### config.mk
export PLATFORM = sky130hd
export DESIGN_NAME = cmd_dispatch_flat
export DESIGN_NICKNAME = d
export VERILOG_FILES = /design/src/rtl/cmd_dispatch_if.sv /design/src/rtl/cmd_dispatch.sv /design/src/flat_wrapper.sv
export SDC_FILE = /design/constraint.sdc
export NUM_CORES = 1
export LEC_CHECK = 0
export BUFFER_PORTS_ARGS = -buffer_cell sky130_fd_sc_hd__buf_4
export CAP_MARGIN = 20
export CORE_ASPECT_RATIO = 1.4
export CORE_MARGIN = 2
export CORE_UTILIZATION = 44
export DETAILED_ROUTE_END_ITERATION = 8
export GPL_TIMING_DRIVEN = 0
export PLACE_DENSITY = 0.73
export SETUP_SLACK_MARGIN = 0.02
export SYNTH_ARGS = -nofsm -noshare
export SYNTH_HDL_FRONTEND = slang
export SYNTH_SLANG_ARGS = --single-unit
### constraint.sdc
create_clock -name clk -period 2.64 [get_ports clk]
set_input_delay 0.528 -clock clk [delete_from_list [all_inputs] [get_ports clk]]
set_output_delay 0.528 -clock clk [all_outputs]
set_load 0.1 [all_outputs]
### src/rtl/cmd_dispatch_if.sv
// cmd_dispatch_if: command receiver, transmitter, datapath and config signals of cmd_dispatch
interface cmd_dispatch_if;
  logic        cmd_rdy;
  logic [15:0] cmd;
  logic        clr_cmd_rdy;
  logic        trmt;
  logic [7:0]  tx_data;
  logic        tx_done;
  logic        go;
  logic        done;
  logic [31:0] cfg;
  logic        busy;
  modport master (output cmd_rdy, cmd, tx_done, done, input clr_cmd_rdy, trmt, tx_data, go, cfg, busy);
  modport slave (input cmd_rdy, cmd, tx_done, done, output clr_cmd_rdy, trmt, tx_data, go, cfg, busy);
endinterface

### src/rtl/cmd_dispatch.sv
// cmd_dispatch: decodes UART commands into config writes/reads and datapath GO runs, sending one response byte each
module cmd_dispatch #(
  parameter int TIMEOUT_CYC = 50000
) (
  input logic clk,
  input logic rst_n,
  cmd_dispatch_if.slave bus
);
  localparam int CW = TIMEOUT_CYC > 1 ? $clog2(TIMEOUT_CYC) : 1;
  localparam logic [CW-1:0] CNT_MAX = CW'(TIMEOUT_CYC - 1);
  typedef enum logic [2:0] {IDLE, EXEC, WAIT_DONE, SEND, WAIT_TX} state_t;
  state_t state;
  logic [3:0] op_q;
  logic [1:0] addr_q;
  logic [7:0] data_q;
  logic [CW-1:0] cnt;
  logic [31:0] cfg_q;
  logic [7:0] tx_q;
  // pulses are decoded from state so reset forces them low immediately
  assign bus.clr_cmd_rdy = rst_n && state == IDLE && bus.cmd_rdy;
  assign bus.go = state == EXEC && op_q == 4'h3;
  assign bus.trmt = state == SEND;
  assign bus.busy = state != IDLE;
  assign bus.cfg = cfg_q;
  assign bus.tx_data = tx_q;
  // command sequencing, config registers, timeout counter and response register
  always_ff @(posedge clk or negedge rst_n) begin
    if (!rst_n) begin
      state <= IDLE;
      op_q <= '0;
      addr_q <= '0;
      data_q <= '0;
      cnt <= '0;
      cfg_q <= '0;
      tx_q <= '0;
    end else begin
      case (state)
        IDLE: if (bus.cmd_rdy) begin
          op_q <= bus.cmd[15:12];
          addr_q <= bus.cmd[9:8];
          data_q <= bus.cmd[7:0];
          state <= EXEC;
        end
        EXEC: begin
          case (op_q)
            4'h1: begin
              cfg_q[{addr_q, 3'b000} +: 8] <= data_q;
              tx_q <= 8'hA5;
              state <= SEND;
            end
            4'h2: begin
              tx_q <= cfg_q[{addr_q, 3'b000} +: 8];
              state <= SEND;
            end
            4'h3: begin
              cnt <= '0;
              state <= WAIT_DONE;
            end
            default: begin
              tx_q <= 8'hFF;
              state <= SEND;
            end
          endcase
        end
        WAIT_DONE: begin
          if (bus.done || cnt == CNT_MAX) begin
            tx_q <= bus.done ? 8'hA5 : 8'hEE;
            state <= SEND;
          end else
            cnt <= cnt + 1'b1;
        end
        SEND: state <= WAIT_TX;
        WAIT_TX: if (bus.tx_done) state <= IDLE;
        default: state <= IDLE;
      endcase
    end
  end
endmodule

### src/flat_wrapper.sv
// flat-port wrapper written by rule: the top's interface ports become plain ports
module cmd_dispatch_flat 
#(
  parameter int TIMEOUT_CYC = 50000
)
  (clk, rst_n, bus_cmd_rdy, bus_cmd, bus_tx_done, bus_done, bus_clr_cmd_rdy, bus_trmt, bus_tx_data, bus_go, bus_cfg, bus_busy);
  cmd_dispatch_if bus_i ();
  input logic clk;
  input logic rst_n;
  input wire logic [$bits(bus_i.cmd_rdy)-1:0] bus_cmd_rdy;
  input wire logic [$bits(bus_i.cmd)-1:0] bus_cmd;
  input wire logic [$bits(bus_i.tx_done)-1:0] bus_tx_done;
  input wire logic [$bits(bus_i.done)-1:0] bus_done;
  output wire logic [$bits(bus_i.clr_cmd_rdy)-1:0] bus_clr_cmd_rdy;
  output wire logic [$bits(bus_i.trmt)-1:0] bus_trmt;
  output wire logic [$bits(bus_i.tx_data)-1:0] bus_tx_data;
  output wire logic [$bits(bus_i.go)-1:0] bus_go;
  output wire logic [$bits(bus_i.cfg)-1:0] bus_cfg;
  output wire logic [$bits(bus_i.busy)-1:0] bus_busy;
  assign bus_i.cmd_rdy = bus_cmd_rdy;
  assign bus_i.cmd = bus_cmd;
  assign bus_i.tx_done = bus_tx_done;
  assign bus_i.done = bus_done;
  assign bus_clr_cmd_rdy = bus_i.clr_cmd_rdy;
  assign bus_trmt = bus_i.trmt;
  assign bus_tx_data = bus_i.tx_data;
  assign bus_go = bus_i.go;
  assign bus_cfg = bus_i.cfg;
  assign bus_busy = bus_i.busy;
  cmd_dispatch #(.TIMEOUT_CYC(TIMEOUT_CYC)) u_core (.clk(clk), .rst_n(rst_n), .bus(bus_i));
endmodule
Word level (Yosys, flattened, before mapping):

Index checks and enable logic that the tools add are counted.

* register bits after elaboration: 73
* latch bits: 0
* bits in writable memories: 0
* bits in read-only memories: 0
* output and inout port bits: 44
* word-level logic and storage cells: 51
* memories: 0

* $add $sub $neg: 2
* multiply operators: 0
* div/mod/pow operators: 0
* $lt $le $gt $ge: 0
* equality and inequality tests: 14
* shift-type cells: 3
* muxes and demuxes: 13
* bitwise logic cells: 0
* reduce and logical (&&, ||, !) cells: 12

Operators by type and width (count)
* $bwmux 32: 1
* $mux 16: 2
* $pmux 16 s2: 1
* $shift 8x7->32 const A: 1
* $shiftx 32x6->8: 1
* $shiftx 8x7->32: 1
* $pmux 8 s3: 1
* $add 16x1->16 const B: 1
* $eq 16x16->1 const B: 1
* $pmux 8 s2: 1
* $pmux 3 s5: 1
* $ne 2x2->1 const B: 5
* $mux 3: 3
* $reduce_and 3->1: 3
* $eq 4x2->1 const B: 2
* $mux 8: 1
* $mux 7: 1
* $neg 5->7: 1
* $eq 3x2->1 const B: 2
* $eq 4x1->1 const B: 1
* $reduce_and 2->1: 2
* $eq 3x1->1 const B: 1
* $eq 3x3->1 const B: 1
* $logic_and 1x1->1: 3
* 6 further kinds: 6

Depth between registers and ports, before layout:

* word-level depth: 4
* gate-level depth with buffers: 7

Worst setup path after synthesis:

No wires, ideal clock.

* kind: flip-flop to output port
* start point: register u_core.state[1]
* end point: output port bus_clr_cmd_rdy
* arrival: 2.626 ns
* setup slack: -0.514 ns
* stages on the path, launching flop included: 6
* path through: dfrtp_1 buf_6 or3_1 nor2_2 buf_6 and2_1

* longest elaborated chain between the ends: 3

Ends and longest elaborated chain
* from (decl): RTL line cmd_dispatch.sv:12 `state_t state;`
* from (signal assigned): RTL line cmd_dispatch.sv:29 `state <= IDLE;`
* from (signal assigned): RTL line cmd_dispatch.sv:42 `state <= EXEC;`
* from (signal assigned): RTL line cmd_dispatch.sv:49 `state <= SEND;`
* $logic_not 3->1: RTL line cmd_dispatch.sv:20 `assign bus.clr_cmd_rdy = rst_n && state == IDLE && bus.cmd_rdy;`
* $logic_and 1x1->1 (2 in a row): RTL line cmd_dispatch.sv:20
* to (decl): RTL line flat_wrapper.sv:14 `output wire logic [$bits(bus_i.clr_cmd_rdy)-1:0] bus_clr_cmd_rdy;`

Every way passes these cells.

Worst setup path in the final report:

* start point: register u_core.addr_q[1]
* end point: register u_core.cfg_q[7] (netlist: u_core.bus.cfg[7])

* longest elaborated chain between the ends: 3

Ends and longest elaborated chain
* from (decl): RTL line cmd_dispatch.sv:14 `logic [1:0] addr_q;`
* from (signal assigned): RTL line cmd_dispatch.sv:40 `addr_q <= bus.cmd[9:8];`
* $neg 5->7 (*): RTL line cmd_dispatch.sv:47 `cfg_q[{addr_q, 3'b000} +: 8] <= data_q;`
* $shiftx 8x7->32 or $shift 8x7->32 (tied branches): RTL line cmd_dispatch.sv:47
* $bwmux 32 (*): RTL line cmd_dispatch.sv:47
* to (signal, indexed assignment): RTL line cmd_dispatch.sv:47
* to (decl): RTL line cmd_dispatch.sv:17 `logic [31:0] cfg_q;`

Every way passes the cells marked *; elsewhere a longest branch is shown, timed or not.
A chain may end at the register's enable or synchronous reset.

==> results.json <==
{
  "status": "complete, no violations",
  "slew_headroom_pct": 36.9,
  "layout.nets": 462,
  "avgSynthCellArea_sq_um": 10.4,
  "drt_wl_total_microns": 9320,
  "pre_cts_ws_ns": 0.0603,
  "startpoint": "u_core.addr_q[1]$_DFFE_PN0P_",
  "route.met3.wl_microns": 350,
  "critPathSlowestCell": "nor3b_1",
  "multi_input_area_sq_mm": 0.00178,
  "track_usage_pct": 21.6,
  "boundaryPins": 65,
  "drtPass1Iterations": 4,
  "register_area_sq_mm": 0.00183,
  "insertion_delay_ns": 0.33,
  "post-route-period-util_pct": 97.2,
  "drive_above_1_share_pct": 28.2,
  "crit_fanout": 9,
  "slew_viol_final": 0,
  "gp_congestion": 0.860,
  "cp.arrival_ns": 2.81,
  "fin_tns_setup_ns": 0,
  "n_antenna_cell": 0,
  "fin_area_sq_mm": 0.00470,
  "skew_ns": 0.00724,
  "core_sq_mm": 0.00825,
  "num_rows": 39,
  "antenna_found_initial": 0,
  "fin_util_pct": 57.0,
  "syn-cell-area_sq_mm": 0.00375,
  "overflow": 0,
  "finalCriticalPeriod_ns": 2.57,
  "cpPeakStageDelay_ns": 0.77,
  "clock_path_buffers": 2,
  "finalSetupViolCount": 0,
  "grt_pass1_wl_microns": 15300,
  "ys_warn_count": 0,
  "hold_path.class": "primary input to async pin",
  "cts_buffers": 9,
  "die_h_microns": 113,
  "drv_cap": 0,
  "start_util_pct": 45.5,
  "worst_pin_slew_ns": 0.946,
  "ctsRootBufferMaster": "clkbuf_16",
  "portBuffers": 62,
  "wl_per_cell_microns": 17.2,
  "fillers": 691,
  "drtAntennaViolNets": 0,
  "clock_sinks": 73,
  "drcViolationCount": 0,
  "finalHoldViolCount": 0,
  "routed.top_layer": "met4",
  "fp.dieW_microns": 82.1,
  "ys_types": 57,
  "stdcell_count": 542,
  "via_per_inst": 5.69,
  "seq_area_frac_synth_pct": 48.7,
  "syn_nets": 388,
  "dpl.hpwl_microns": 6730,
  "worstPathCellList": "clkbuf_1 > inv_1 > ha_1 > nor3b_1 > nand2_1 > o21ai_0",
  "r2r_slack_ns": 0.07,
  "layout_setup_ws_ns": 0.0733,
  "worst_ep_required_time_ns": 2.88,
  "rsz0062_at_grt": "true",
  "startpoint_type": "flip-flop",
  "max-vdd-ir-drop_uv": 621,
  "ys_ff_latch": 73,
  "grt_pass1_vias": 3181,
  "grt_start_max_net_pins": 75,
  "power_density_mw_per_mm2": 1250,
  "netlist_instances": 361,
  "area_delta_synth_final_pct": 25.2,
  "place_area_sq_mm": 0.00436,
  "met2WireLength_microns": 4970,
  "dp_cells": 525,
  "route.vias.total": 3083,
  "clk_pin_slew_worst_paths_ns": 0.05,
  "r2r-start": "u_core.addr_q[1]$_DFFE_PN0P_",
  "p_leak_nw": 2.11,
  "cts_tree": "yes",
  "max_freq_mhz": 390,
  "worst-setup-path-type": "flip-flop to flip-flop",
  "cts.htree.levels": 3,
  "drt-met1-wl_microns": 3740,
  "dieArea_sq_mm": 0.00930,
  "cp-end-kind": "flip-flop",
  "reg2reg_depth": 6,
  "r2r-end": "u_core.bus.cfg[7]$_DFFE_PN0P_",
  "initialDrtViolationCount": 177
}
[sequential cells by signal, summed over array words and instances (netlist names)]
name,flops
u_core.state,3
u_core.op_q,4
u_core.bus.cfg,32
u_core.cnt,16
u_core.data_q,8
u_core.bus.tx_data,8
u_core.addr_q,2
[kinds of logic after synthesis]
| group | synth area share, % |
|---|---|
| DFF | 48.7 |
| and+or+nand+nor | 20.6 |
| adders and majority gates | 2.00 |
| AOI/OAI and AO/OA | 13.0 |
| buffers and inverters | 4.33 |
| xor gates and xnor gates | 0.233 |
| muxes | 11.2 |
[how the worst max path moves through the flow]
stage                                     end  cells past startpoint
2_1_floorplan                 bus_clr_cmd_rdy                      5
3_3_place_gp   u_core.bus.cfg[22]$_DFFE_PN0P_                      6
3_5_place_dp   u_core.bus.cfg[20]$_DFFE_PN0P_                      6
4_1_cts        u_core.bus.cfg[20]$_DFFE_PN0P_                      6
5_1_grt         u_core.bus.cfg[0]$_DFFE_PN0P_                      6
6_report        u_core.bus.cfg[7]$_DFFE_PN0P_                      6
[synthesized netlist by cell type, drive strengths merged]
cell type	count	area (sq um)
nand2	75	282
dfrtp	73	1830
o21ai	44	224
inv	16	60.1
mux2	13	150
nor2	11	51.3
buf	9	75.1
mux2i	9	90.1
a31oi	8	50.1
mux4	8	180
nor3	8	40.0
clkbuf	7	27.5
nand3	7	40.0
nand4	7	43.8
o211ai	7	66.3
ha	6	75.1
nand4b	5	43.8
and4	4	35.0
nor3b	4	46.3
nor4b	4	56.3
or3	4	25.0
a21oi	3	18.8
and2	3	18.8
and3	3	18.8
a221o	2	20.0
and4bb	2	25.0
o2111a	2	22.5
o2111ai	2	17.5
o221ai	2	17.5
a2111oi	1	8.76
a211o	1	8.76
a21o	1	7.51
a31o	1	8.76
a41oi	1	8.76
and2b	1	7.51
nand2b	1	8.76
nor4	1	6.26
nor4bb	1	10.0
o21a	1	7.51
or2	1	6.26
or3b	1	8.76
xnor2	1	8.76
[through the flow]
step / hold WS, ns / power [W]
finish: 0.346 / 0.00586
global route: 0.408 / 0.00614
detailed placement: 0.506 / 0.00452
CTS: 0.372 / 0.00586
floorplan: 0.232 / 0.00388
global placement: 0.496 / 0.00446
[metal layers]
layer	track usage, %	up-vias
met5	0	-
met1	25.5	1500
li1	-	1464
met2	37.6	93
met4	9.56	0
met3	3.83	26
[power breakdown]
part	leakage (nW)	switching (W)	internal [W]
sequential	0.941	0.000325	0.00142
combinational	1.01	0.00192	0.000867
clock	0.157	0.000444	0.000880
[worst max-delay path: cells and delay by family, from the launching register on]
family	cells	cell delay (ns)
fa+ha+maj	1	0.36
buf+inv	2	0.64
simple gates	2	0.90
flops	1	0.36
compound gates	1	0.21
[cells in the final DEF, fill, tap and decap left out, drive strengths merged, types with 2 or more instances in the layout]
master / synthesis / final
bufinv: 0 / 2
a31oi: 8 / 8
o2111ai: 2 / 2
mux2: 13 / 13
or3: 4 / 4
nand2: 75 / 75
and2: 3 / 3
mux2i: 9 / 9
nor3: 8 / 8
dfrtp: 73 / 73
o211ai: 7 / 7
nor4b: 4 / 4
o21ai: 44 / 44
nor2: 11 / 11
nand4: 7 / 7
a221o: 2 / 2
nand4b: 5 / 5
and4bb: 2 / 2
ha: 6 / 6
nand3: 7 / 7
clkbuf: 7 / 21
o2111a: 2 / 2
inv: 16 / 16
nor3b: 4 / 4
and4: 4 / 4
o221ai: 2 / 2
mux4: 8 / 8
and3: 3 / 3
buf: 9 / 72
a21oi: 3 / 3
[area by class of cell]
class	instances	area share [%]
Buffer	16	2.18
Inverter	16	1.28
Multi-Input combinational cell	256	37.8
Clock buffer	14	5.62
Sequential cell	73	38.9
Tap cell	102	2.72
Clock inverter	2	1.28
Timing Repair Buffer	63	10.2
[repair_timing]
item,CTS,global route
resized for setup,1,2
setup buffers,1,0
pin swaps,1,0
setup endpoints to repair,1,25
hold buffers,0,0
Note: power is estimated with default switching activity, not from simulation.
